File: config.mk
export PLATFORM = sky130hd
export DESIGN_NAME = scie_fir_issuer
export DESIGN_NICKNAME = d
export VERILOG_FILES = /design/src/rtl/scie_fir_issuer.sv
export SDC_FILE = /design/constraint.sdc
export NUM_CORES = 1
export LEC_CHECK = 0
export CORE_ASPECT_RATIO = 0.9
export CORE_MARGIN = 2
export CORE_UTILIZATION = 39
export DETAILED_ROUTE_END_ITERATION = 8
export GPL_TIMING_DRIVEN = 0
export PLACE_DENSITY_LB_ADDON = 0.25
export RECOVER_POWER = 100
export REMOVE_ABC_BUFFERS = 1
export SETUP_SLACK_MARGIN = 0.3
export SYNTH_ARGS = -nofsm -noshare
export SYNTH_HDL_FRONTEND = slang
export SYNTH_SLANG_ARGS = --single-unit
File: constraint.sdc
create_clock -name clock -period 1.8 [get_ports clock]
set_input_delay 0.27 -clock clock [delete_from_list [all_inputs] [get_ports clock]]
set_output_delay 0.27 -clock clock [all_outputs]
set_load 0.05 [all_outputs]
File: src/rtl/scie_fir_issuer.sv
// SCIE instruction issuer for a pipelined complex FIR unit: programs taps, streams samples, returns results.
// Optional SCIE_ISSUER_STATS_EN adds free-running sample/result counters.
module scie_fir_issuer #(
   parameter int NTAPS    = 3,
   parameter int DATA_W   = 16,
   parameter int PUSH_GAP = 2,
   parameter int RD_LAT   = 1
) (
   input  logic              clock,
   input  logic              reset_n,
   input  logic              cfg_valid,
   output logic              cfg_ready,
   input  logic [31:0]       cfg_idx,
   input  logic [DATA_W-1:0] cfg_real,
   input  logic [DATA_W-1:0] cfg_imag,
   output logic              cfg_err,
   input  logic              s_valid,
   output logic              s_ready,
   input  logic [DATA_W-1:0] s_real,
   input  logic [DATA_W-1:0] s_imag,
   output logic              m_valid,
   input  logic              m_ready,
   output logic [DATA_W-1:0] m_real,
   output logic [DATA_W-1:0] m_imag,
   output logic              scie_valid,
   output logic [31:0]       scie_insn,
   output logic [DATA_W-1:0] scie_rs1_real,
   output logic [DATA_W-1:0] scie_rs1_imag,
   output logic [31:0]       scie_rs2,
   input  logic [DATA_W-1:0] scie_rd_real,
   input  logic [DATA_W-1:0] scie_rd_imag
`ifdef SCIE_ISSUER_STATS_EN
   ,
   output logic [31:0]       stat_samples,
   output logic [31:0]       stat_results
`endif
);

   localparam logic [31:0] INSN_LOAD = 32'h0000000B;
   localparam logic [31:0] INSN_PUSH = 32'h0000002B;
   localparam logic [31:0] INSN_READ = 32'h0000005B;
   localparam int CNT_MAX = (PUSH_GAP > RD_LAT) ? PUSH_GAP : RD_LAT;
   localparam int CNT_W   = $clog2(CNT_MAX + 1);

   typedef enum logic [2:0] {
      S_IDLE, S_LOAD, S_PUSH, S_GAP, S_READ, S_WAIT, S_HOLD
   } state_t;

   state_t            state_q, state_d;
   logic [CNT_W-1:0]  cnt_q, cnt_d;
   logic [DATA_W-1:0] op_real_q, op_imag_q;
   logic [31:0]       op_idx_q;
   logic [DATA_W-1:0] m_real_q, m_imag_q;
   logic              cfg_err_q;
   logic              cfg_fire, s_fire, cfg_drop, cap_rd;

   assign cfg_fire = cfg_valid & cfg_ready;
   assign s_fire   = s_valid & s_ready;
   assign m_real   = m_real_q;
   assign m_imag   = m_imag_q;
   assign cfg_err  = cfg_err_q;

   always_comb begin
      // NOTE: every output and next-state gets a default first so no latch is inferred.
      state_d       = state_q;
      cnt_d         = cnt_q;
      cfg_ready     = 1'b0;
      s_ready       = 1'b0;
      m_valid       = 1'b0;
      scie_valid    = 1'b0;
      scie_insn     = '0;
      scie_rs1_real = '0;
      scie_rs1_imag = '0;
      scie_rs2      = '0;
      cfg_drop      = 1'b0;
      cap_rd        = 1'b0;
      case (state_q)
         S_IDLE: begin
            // Config wins over samples when both are offered.
            if (cfg_valid) begin
               cfg_ready = 1'b1;
               if (cfg_idx < 32'(NTAPS)) state_d = S_LOAD;
               else                      cfg_drop = 1'b1;
            end else begin
               s_ready = 1'b1;
               if (s_valid) state_d = S_PUSH;
            end
         end
         S_LOAD: begin
            scie_valid    = 1'b1;
            scie_insn     = INSN_LOAD;
            scie_rs1_real = op_real_q;
            scie_rs1_imag = op_imag_q;
            scie_rs2      = op_idx_q;
            state_d       = S_IDLE;
         end
         S_PUSH: begin
            scie_valid    = 1'b1;
            scie_insn     = INSN_PUSH;
            scie_rs1_real = op_real_q;
            scie_rs1_imag = op_imag_q;
            if (PUSH_GAP == 1) begin
               state_d = S_READ;
            end else begin
               state_d = S_GAP;
               cnt_d   = CNT_W'(PUSH_GAP - 1);
            end
         end
         S_GAP: begin
            if (cnt_q == CNT_W'(1)) state_d = S_READ;
            else                    cnt_d   = cnt_q - CNT_W'(1);
         end
         S_READ: begin
            scie_valid = 1'b1;
            scie_insn  = INSN_READ;
            if (RD_LAT == 1) begin
               state_d = S_HOLD;
               cap_rd  = 1'b1;
            end else begin
               state_d = S_WAIT;
               cnt_d   = CNT_W'(RD_LAT - 1);
            end
         end
         S_WAIT: begin
            if (cnt_q == CNT_W'(1)) begin
               state_d = S_HOLD;
               cap_rd  = 1'b1;
            end else begin
               cnt_d = cnt_q - CNT_W'(1);
            end
         end
         S_HOLD: begin
            m_valid = 1'b1;
            if (m_ready) state_d = S_IDLE;
         end
         default: state_d = S_IDLE;
      endcase
   end

   // NOTE: all sequential state uses non-blocking assignments.
   always_ff @(posedge clock or negedge reset_n) begin
      if (!reset_n) begin
         state_q   <= S_IDLE;
         cnt_q     <= '0;
         op_real_q <= '0;
         op_imag_q <= '0;
         op_idx_q  <= '0;
         m_real_q  <= '0;
         m_imag_q  <= '0;
         cfg_err_q <= 1'b0;
      end else begin
         state_q <= state_d;
         cnt_q   <= cnt_d;
         if (cfg_fire) begin
            op_real_q <= cfg_real;
            op_imag_q <= cfg_imag;
            op_idx_q  <= cfg_idx;
         end else if (s_fire) begin
            op_real_q <= s_real;
            op_imag_q <= s_imag;
            op_idx_q  <= '0;
         end
         if (cfg_drop) cfg_err_q <= 1'b1;
         // rd is passed through bit-exact; scaling belongs to the SCIE unit.
         if (cap_rd) begin
            m_real_q <= scie_rd_real;
            m_imag_q <= scie_rd_imag;
         end
      end
   end

`ifdef SCIE_ISSUER_STATS_EN
   always_ff @(posedge clock or negedge reset_n) begin
      if (!reset_n) begin
         stat_samples <= '0;
         stat_results <= '0;
      end else begin
         if (s_fire)              stat_samples <= stat_samples + 32'd1;
         if (m_valid && m_ready)  stat_results <= stat_results + 32'd1;
      end
   end
`endif

endmodule

==> results of run 1 <==
## layout by cell type (no fill, tap or decap), types with 3 or more instances in the layout
cell and count:
clkdlybuf4s50_1 130, dfrtp_1 98, buf_8 65, and2_4 60, buf_6 41, nand2_1 35, o21ai_1 34, a22o_1 32
clkbuf_1 27, conb_1 26, mux2i_1 24, mux2_2 22, buf_4 18, buf_12 15, mux2_4 10, and2_1 9
clkbuf_16 9, nor2_4 8, clkdlybuf4s25_1 8, nor4_1 7, mux2i_2 6, buf_16 6, nor2_1 5, o21ai_4 4
nand4_1 3, and2_2 3, dfrtp_2 3
## power breakdown
group          internal (mW)  switching, mW  leakage (nW)  total (mW)
Sequential              3.36          0.637          1.25        4.00
Clock                   1.08          0.877         0.136        1.96
Combinational           5.59           6.79          2.70        12.4
## worst register-to-register path: stages, from the launching register on
cell and delay [ns]:
dfrtp_2 0.46, buf_4 0.17, buf_6 0.12, nor3_4 0.19
buf_6 0.13, buf_8 0.11, and2_4 0.18, buf_12 0.11
buf_12 0.13, mux2i_2 0.22, o21ai_1 0.11
## routing by layer
metal | track usage | up-vias | routed length (um)
met1 | 0.300 | 2337 | 6770
met5 | 0 | - | 0
met4 | 0.107 | 0 | 504
li1 | - | 2110 | -
met3 | 0.0811 | 39 | 1480
met2 | 0.484 | 260 | 9930
## path summary, 6_finish.rpt
path                                 to  cells after the start
setup reg to reg           op_imag_q[1]                     10
hold / removal                  cfg_err                      1
hold reg to reg                 cfg_err                      1
min in group asynchronous  op_imag_q[0]                      2
setup / recovery           scie_insn[5]                      8
max in group asynchronous    state_q[2]                      3
## area by class of cell
type                            count  area (sq um)
Fill cell                         791          2900
Timing Repair Buffer              313          3580
Clock inverter                      5          58.8
Sequential cell                   102          2560
Clock buffer                       11           233
Inverter                            4          17.5
Multi-Input combinational cell    319          2620
Tap cell                          160           200
## cell families after synthesis
| family | after synthesis |
|---|---|
| adder cells (fa/ha/maj) | 1 |
| other | 1 |
| AND/OR/NAND/NOR | 135 |
| AO/OA/AOI/OAI | 81 |
| flip-flops | 102 |
| multiplexers | 64 |
| buffers and inverters | 63 |
## flip-flops by register name, indices dropped and copies added (netlist names)
register,count
op_idx_q,32
cfg_err,1
m_real,16
m_imag,16
state_q,3
op_imag_q,16
op_real_q,16
cnt_q,2
## repair_timing
action	CTS	global route
cloned	18	0
gates resized for setup	785	91
setup endpoints to repair	205	195
pin swaps	30	24
setup buffers	53	11
hold endpoints to repair	29	0
hold buffers	1	0
==> results.sh, run 1 <==
export IMPL_status="finished, violations left"
export IMPL_violations="negative setup slack"
export IMPL_reg2reg_slack_ns=-0.25
export IMPL_synthArstFlopShare=1.00
export IMPL_synth_top_cells_by_area="dfrtp_1, and2_1, mux2i_1"
export IMPL_via_count=4746
export IMPL_min_period_ns=2.08
export IMPL_crit_path_start_kind="flop"
export IMPL_place_hpwl_um=10000
export IMPL_muxShareOfSynthArea=0.139
export IMPL_synthDistinctLibCells=36
export IMPL_ys_seq_area_frac=0.520
export IMPL_fmax_ghz=0.482
export IMPL_synth_most_common_cell="dfrtp_1"
export IMPL_synth_commonest_cells="dfrtp_1, and2_1, nand2_1"
export IMPL_grt_use_total=0.273
export IMPL_grt_max_degree=74
export IMPL_ant_nets=0
export IMPL_maxSlewViolCount=0
export IMPL_clk_path_buf_depth=2
export IMPL_core_area_sq_mm=0.0122
export IMPL_crit_required_ns=1.53
export IMPL_synthSimpleGateAreaFrac=0.147
export IMPL_dp_cells=815
export IMPL_post_route_period_util=1.15
export IMPL_vias_per_cell=5.19
export IMPL_cts_tree="built"
export IMPL_overflow=0
export IMPL_worst_setup_path_end_kind="output port"
export IMPL_rows=38
export IMPL_place_area_sq_mm=0.00732
export IMPL_powerDensity_mw_per_mm2=1980
export IMPL_drc=0
export IMPL_yosysTopAreaCell="dfrtp_1"
export IMPL_vdd_drop_max_mv=1.11
export IMPL_avgRoutedWirePerCell_um=20.4
export IMPL_crit_top_cell="buf_6"
export IMPL_cts_buffers=9
export IMPL_die_w_um=122
export IMPL_grt_pass1_vias=4971
export IMPL_dieArea_sq_mm=0.0135
export IMPL_routed_wl_um=18700
export IMPL_fin_cells=914
export IMPL_pre_cts_slack_ns=-1.34
export IMPL_hp_start="cfg_err"
export IMPL_syn_area_sq_mm=0.00491
export IMPL_rr_startpoint="state_q[0]"
export IMPL_tightest_slew_ns=0.879
export IMPL_worst_path_max_fanout=5
export IMPL_ys_ff_latch=102
export IMPL_synth_compound_area_frac=0.113
export IMPL_portBuffers=239
export IMPL_syn_to_final_growth_pct=88.8
export IMPL_synthCells=447
export IMPL_totalPowerFinal_mw=18.3
export IMPL_cts_sinks=102
export IMPL_place_congestion=0.775
export IMPL_finalHoldViolCount=0
export IMPL_cp_top_family="buffers and inverters"
export IMPL_utilization=0.762
export IMPL_clock_skew_ns=0.00581
export IMPL_drive_gt1_frac=0.402
export IMPL_crit_chain="buf_4, buf_6, buf_6, buf_6, buf_6, buf_4, nor2_4, buf_8"
export IMPL_maxSlewHeadroom=0.414
export IMPL_cp_num_buf_inv=7
export IMPL_slowest_stage="dfrtp_2"
export IMPL_antenna_cells=0
export IMPL_worst_ep_arrival_time_ns=1.81
export IMPL_fp_dieH_um=110
export IMPL_io_pins=266
export IMPL_hold_worst_slack_ns=0.481
export IMPL_postLayoutSetupSlackWorst_ns=-0.276
export IMPL_synth_xor_area_share=0
export IMPL_grt_antenna_before_repair=0
export IMPL_final_area_sq_mm=0.00927
export IMPL_fin_nets=883
export IMPL_synthAdderAreaFrac=0.00255
export IMPL_start_util=0.403
export IMPL_synth_edf_count=0
export IMPL_cap_violations=0
export IMPL_clk_latency_ns=0.35
export IMPL_rsz0062_at_grt="true"
export IMPL_dr_pass1_iters=5
export IMPL_synth_top_area_frac=0.520
export IMPL_synth_yosys_warnings=0
export IMPL_grt_pass1_wl_um=27700
export IMPL_setup_viol=137
export IMPL_synth_top_family_by_area="simple AND/OR/NAND/NOR gates"
export IMPL_worst_setup_path_type="reg -> out"
export IMPL_clkSlewWorstSetupHoldPaths_ns=0.07
export IMPL_synth_ff_type="dfrtp_1"
export IMPL_drt_iter0_markers=284
export IMPL_p_leak_nw=4.09
export IMPL_startpoint="state_q[0]"
export IMPL_holdCritPathClass="reg -> reg"
export IMPL_avgSynthCellArea_sq_um=11.0
export IMPL_cpPeakStageDelay_ns=0.46
export IMPL_cts_htree_levels=3
export IMPL_fin_tns_setup_ns=-23.15
export IMPL_cts_root_buf="clkbuf_16"
(Power assumes the default switching activity.)
==> inputs of run 2 (changes only) <==
CAP_MARGIN = 25   (was not set)
==> run 2 against run 1 <==
  * Cell count rose by 2.0%
  * Cell area rose by 7.2%
  * Critical path depth fell by 1
  * Register-to-register slack improved by 0.03 ns
  * Utilization rose by 5.5 points
  * The run still ends with negative setup slack left
  * Power rose by 11%
  * Global-route usage fell by 1.3 points
  * Worst setup slack got worse by 0.011 ns
  * Critical path type unchanged
  * Wire length rose by 11%
  * Largest cell class unchanged
  * Clock skew rose by 0.0029 ns
  * Maximum frequency fell by 0.52%
  * Non-clock buffer count rose by 19
==> results.sh, run 2 (synthesis gave the netlist of run 1 again) <==
export IMPL_avgRoutedWirePerCell_um=22.2
export IMPL_vdd_drop_max_mv=1.12
export IMPL_finalHoldViolCount=0
export IMPL_via_count=4930
export IMPL_grt_max_degree=74
export IMPL_drive_gt1_frac=0.461
export IMPL_powerDensity_mw_per_mm2=2040
export IMPL_cap_violations=0
export IMPL_io_pins=266
export IMPL_hold_worst_slack_ns=0.477
export IMPL_fmax_ghz=0.479
export IMPL_seq_area_sq_mm=0.00256
export IMPL_clk_latency_ns=0.35
export IMPL_routed_wl_um=20700
export IMPL_vias_per_cell=5.29
export IMPL_cts_htree_levels=3
export IMPL_worst_path_max_fanout=7
export IMPL_drc=0
export IMPL_syn_to_final_growth_pct=102
export IMPL_violations="negative setup slack"
export IMPL_die_w_um=122
export IMPL_fill_cells=669
export IMPL_worst_setup_path_type="reg -> out"
export IMPL_place_hpwl_um=10000
export IMPL_multi_input_area_sq_mm=0.00284
export IMPL_dr_pass1_iters=4
export IMPL_rsz0062_at_grt="true"
export IMPL_cts_sinks=102
export IMPL_fin_nets=901
export IMPL_min_period_ns=2.09
export IMPL_utilization=0.817
export IMPL_largest_reg_flops=32
export IMPL_grt_use_total=0.259
export IMPL_crit_path_start_kind="flop"
export IMPL_clkSlewWorstSetupHoldPaths_ns=0.07
export IMPL_grt_pass1_wl_um=26800
export IMPL_most_common_layout_cells="clkdlybuf4s50_1, dfrtp_1, buf_8"
export IMPL_status="finished, violations left"
export IMPL_clock_skew_ns=0.00870
export IMPL_p_leak_nw=4.55
export IMPL_setup_viol=134
export IMPL_holdCritPathClass="reg -> reg"
export IMPL_dieArea_sq_mm=0.0135
export IMPL_worst_ep_arrival_time_ns=1.82
export IMPL_worst_setup_path_end_kind="output port"
export IMPL_place_congestion=0.775
export IMPL_maxSlewViolCount=0
export IMPL_fp_dieH_um=110
export IMPL_cts_root_buf="clkbuf_16"
export IMPL_post_route_period_util=1.16
export IMPL_rows=38
export IMPL_ant_nets=0
export IMPL_largest_register="op_idx_q"
export IMPL_tightest_slew_ns=0.833
export IMPL_grt_antenna_before_repair=0
export IMPL_layout_commonest_cell="clkdlybuf4s50_1"
export IMPL_portBuffers=239
export IMPL_antenna_cells=0
export IMPL_crit_required_ns=1.53
export IMPL_start_util=0.403
export IMPL_clk_path_buf_depth=2
export IMPL_postLayoutSetupSlackWorst_ns=-0.287
export IMPL_maxSlewHeadroom=0.445
export IMPL_grt_pass1_vias=4790
export IMPL_cts_tree="built"
export IMPL_overflow=0
export IMPL_cts_buffers=9
export IMPL_core_area_sq_mm=0.0122
export IMPL_drt_iter0_markers=252
[run 2: cell types whose count changed in the layout (fill, tap and decap cells not counted), moves of 7 or more]
cell / delta
buf_6: +12
clkdlybuf4s25_1: -8
mux2_2: -22
clkbuf_1: -8
and2_4: -7
nand2_2: +9
o21ai_1: -21
dlymetal6s2s_1: +13
nand2_1: -23
mux2_4: +22
nand2_4: +14
o21ai_2: +21
buf_8: -7
[run 2: per-stage QoR]
stage	setup TNS (ns)	cell area, sq um	setup slack (ns)	cells	power (mW)
floorplan	-173.39	4630	-2.01	413	9.44
global placement	-733.83	7220	-4.09	812	12.0
detailed placement	-105.68	7340	-1.24	816	12.4
CTS	-16.77	8960	-0.245	902	17.5
global route	-36.30	9940	-0.307	932	21.0
finish	-21.90	9940	-0.287	932	20.3
[run 2: critical path, cell delays in order, from the launching register on]
cell	delay, ns
dfrtp_2	0.42
buf_6	0.13
nand2b_4	0.11
a21oi_4	0.19
buf_12	0.16
clkbuf_16	0.16
and2_4	0.15
buf_8	0.15
[run 2: per-layer routing]
metal	up-vias	GRT usage	routed length [um]
met2	262	0.462	11000
met4	0	0.0797	634
met5	-	0	0
met3	51	0.0646	1500
li1	2151	-	-
met1	2466	0.303	7580
[run 2: power breakdown]
part	total, mW	leakage, nW	internal (mW)	switching [mW]
clock network	2.14	0.157	1.27	0.876
logic	14.0	3.14	6.66	7.37
registers	4.12	1.25	3.36	0.755
[run 2: area by class of cell]
class / instances / share of cell area
tap: 160 / 0.0201
clock buffer: 12 / 0.0248
clock inverter: 4 / 0.00780
multi-input combinational: 318 / 0.286
inverter: 4 / 0.00227
sequential: 102 / 0.258
timing repair buffer: 332 / 0.402
[run 2: worst paths after layout]
kind / from / endpoint / slack, ns / cells past startpoint
worst max-delay path: state_q[0] / scie_rs1_imag[6] / -0.29 / 7
worst min-delay path: cfg_err / cfg_err / 0.48 / 1
worst max register to register: state_q[0] / op_idx_q[5] / -0.22 / 11
worst min register to register: cfg_err / cfg_err / 0.48 / 1
max in group asynchronous: reset_n / state_q[2] / 0.08 / 3
min in group asynchronous: reset_n / op_imag_q[0] / 0.53 / 2
[run 2: what timing repair did]
action | in CTS | in global routing
setup endpoints to repair | 205 | 199
hold buffers | 1 | 0
pin swaps | 13 | 62
cloned | 22 | 5
endpoints found under the hold margin | 29 | 0
buffers inserted | 47 | 25
resized for setup | 683 | 243
==> inputs of run 3 (changes only) <==
CORE_ASPECT_RATIO = 0.7   (was 0.9)
GPL_ROUTABILITY_DRIVEN = 0   (was not set)
PLACE_DENSITY = 0.8   (was not set)
PLACE_DENSITY_LB_ADDON = not set   (was 0.25)
==> run 3 against run 2 <==
  * The flow still finishes with violations (negative setup slack)
  * Combinational power down 14%
  * Maximum frequency up 4.2%
  * Hold slack better by 0.011 ns
==> results.sh, run 3 (synthesis gave the netlist of run 1 again) <==
export IMPL_rsz0062_at_grt="true"
export IMPL_powerDensity_mw_per_mm2=1950
export IMPL_pre_cts_slack_ns=-1.24
export IMPL_antenna_cells=0
export IMPL_fill_cells=771
export IMPL_drc=0
export IMPL_fp_dieH_um=97.9
export IMPL_drt_iter0_markers=167
export IMPL_start_util=0.398
export IMPL_portBuffers=239
export IMPL_totalPowerFinal_mw=18.0
export IMPL_grt_max_degree=64
export IMPL_cpPeakStageDelay_ns=0.45
export IMPL_grt_pass1_wl_um=26000
export IMPL_ant_nets=0
export IMPL_maxSlewHeadroom=0.313
export IMPL_cts_htree_levels=3
export IMPL_crit_chain="nand2b_4, buf_12, nor2_4, buf_6, buf_6, and2_4, buf_8"
export IMPL_dieArea_sq_mm=0.0135
export IMPL_worst_setup_path_end_kind="output port"
export IMPL_layout_commonest_cell="clkdlybuf4s50_1"
export IMPL_grt_use_total=0.244
export IMPL_fin_nets=879
export IMPL_postLayoutSetupSlackWorst_ns=-0.203
export IMPL_violations="negative setup slack"
export IMPL_clk_latency_ns=0.33
export IMPL_syn_to_final_growth_pct=87.4
export IMPL_largest_register="op_idx_q"
export IMPL_overflow=0
export IMPL_cts_sinks=102
export IMPL_setup_viol=102
export IMPL_drive_gt1_frac=0.393
export IMPL_crit_required_ns=1.53
export IMPL_vdd_drop_max_mv=1.10
export IMPL_finalHoldViolCount=0
export IMPL_grt_pass1_vias=4834
export IMPL_crit_top_cell="buf_6"
export IMPL_fmax_ghz=0.499
export IMPL_holdCritPathClass="reg -> reg"
export IMPL_rows=34
export IMPL_largest_reg_flops=32
export IMPL_min_period_ns=2.00
export IMPL_p_leak_nw=4.14
export IMPL_worst_setup_path_type="reg -> out"
export IMPL_cp_top_family="buffers and inverters"
export IMPL_crit_path_start_kind="flop"
export IMPL_post_route_period_util=1.11
export IMPL_cts_tree="built"
export IMPL_cts_buffers=9
export IMPL_cap_violations=0
export IMPL_cts_root_buf="clkbuf_16"
export IMPL_die_w_um=138
export IMPL_io_pins=266
export IMPL_via_count=4655
export IMPL_slowest_stage="dfrtp_2"
export IMPL_clock_skew_ns=0.00818
export IMPL_routed_wl_um=18300
export IMPL_hold_worst_slack_ns=0.489
export IMPL_dr_pass1_iters=4
export IMPL_place_hpwl_um=9840
export IMPL_core_area_sq_mm=0.0123
export IMPL_clk_path_buf_depth=2
export IMPL_tightest_slew_ns=1.03
export IMPL_vias_per_cell=5.10
export IMPL_cp_num_buf_inv=4
export IMPL_maxSlewViolCount=0
export IMPL_status="finished, violations left"
export IMPL_avgRoutedWirePerCell_um=20.1
export IMPL_most_common_layout_cells="clkdlybuf4s50_1, dfrtp_1, and2_4, buf_8, buf_6"
export IMPL_worst_path_max_fanout=5
export IMPL_grt_antenna_before_repair=0
export IMPL_worst_ep_arrival_time_ns=1.73
export IMPL_clkSlewWorstSetupHoldPaths_ns=0.07
[run 3: what timing repair did]
item	4_1_cts	5_1_grt
pin swaps	20	24
hold buffers	1	0
gates resized for setup	690	150
setup endpoints to repair	204	203
cloned	13	9
endpoints found under the hold margin	39	0
buffers inserted	33	22
[run 3: final cells by class]
type	instances	area, sq um	share of cell area
multi-input cells	318	2530	0.275
inverters	4	20.0	0.00218
clock buffers	12	246	0.0268
repair buffers	310	3590	0.390
flip-flops and latches	102	2560	0.278
well taps	162	203	0.0220
clock inverters	4	55.1	0.00598
[run 3: worst register-to-register path, cell delays in order, from the launching register on]
cell and delay (ns):
dfrtp_4 0.55, buf_6 0.15, nor3_4 0.22, and2_4 0.22, buf_8 0.14, buf_12 0.15
mux2i_2 0.23, o21ai_1 0.09
[run 3: final timing paths]
| path | start | to | slack [ns] | depth (start not counted) |
|---|---|---|---|---|
| max | state_q[1] | scie_rs2[19] | -0.20 | 7 |
| min in group asynchronous | reset_n | m_real[3] | 0.65 | 2 |
| min | op_imag_q[10] | op_imag_q[10] | 0.49 | 2 |
| max reg2reg | state_q[2] | op_real_q[6] | -0.08 | 7 |
| min reg2reg | op_imag_q[10] | op_imag_q[10] | 0.49 | 2 |
| max in group asynchronous | reset_n | cnt_q[0] | 0.25 | 3 |
[run 3: report_power, final]
part           switching, mW  internal [mW]  leakage, nW
clock                  0.845           1.13        0.143
combinational           6.62           5.34         2.74
sequential             0.657           3.36         1.25
[run 3: metrics by stage]
stage               setup TNS (ns)  area, sq um  cells   util
CTS                         -12.06         8650    881  0.701
global placement           -724.09         7230    814  0.586
finish                      -12.41         9200    912  0.746
global route                -18.82         9200    912  0.746
floorplan                  -173.39         4630    413      -
detailed placement         -112.67         7340    818  0.595
[run 3: routing by layer]
metal  vias up  wire (um)  global-route usage
met5         -          0                   0
met4         0        388              0.0895
met3        30       1280              0.0657
met2       194       9550               0.422
met1      2321       7120               0.295
li1       2110          -                   -
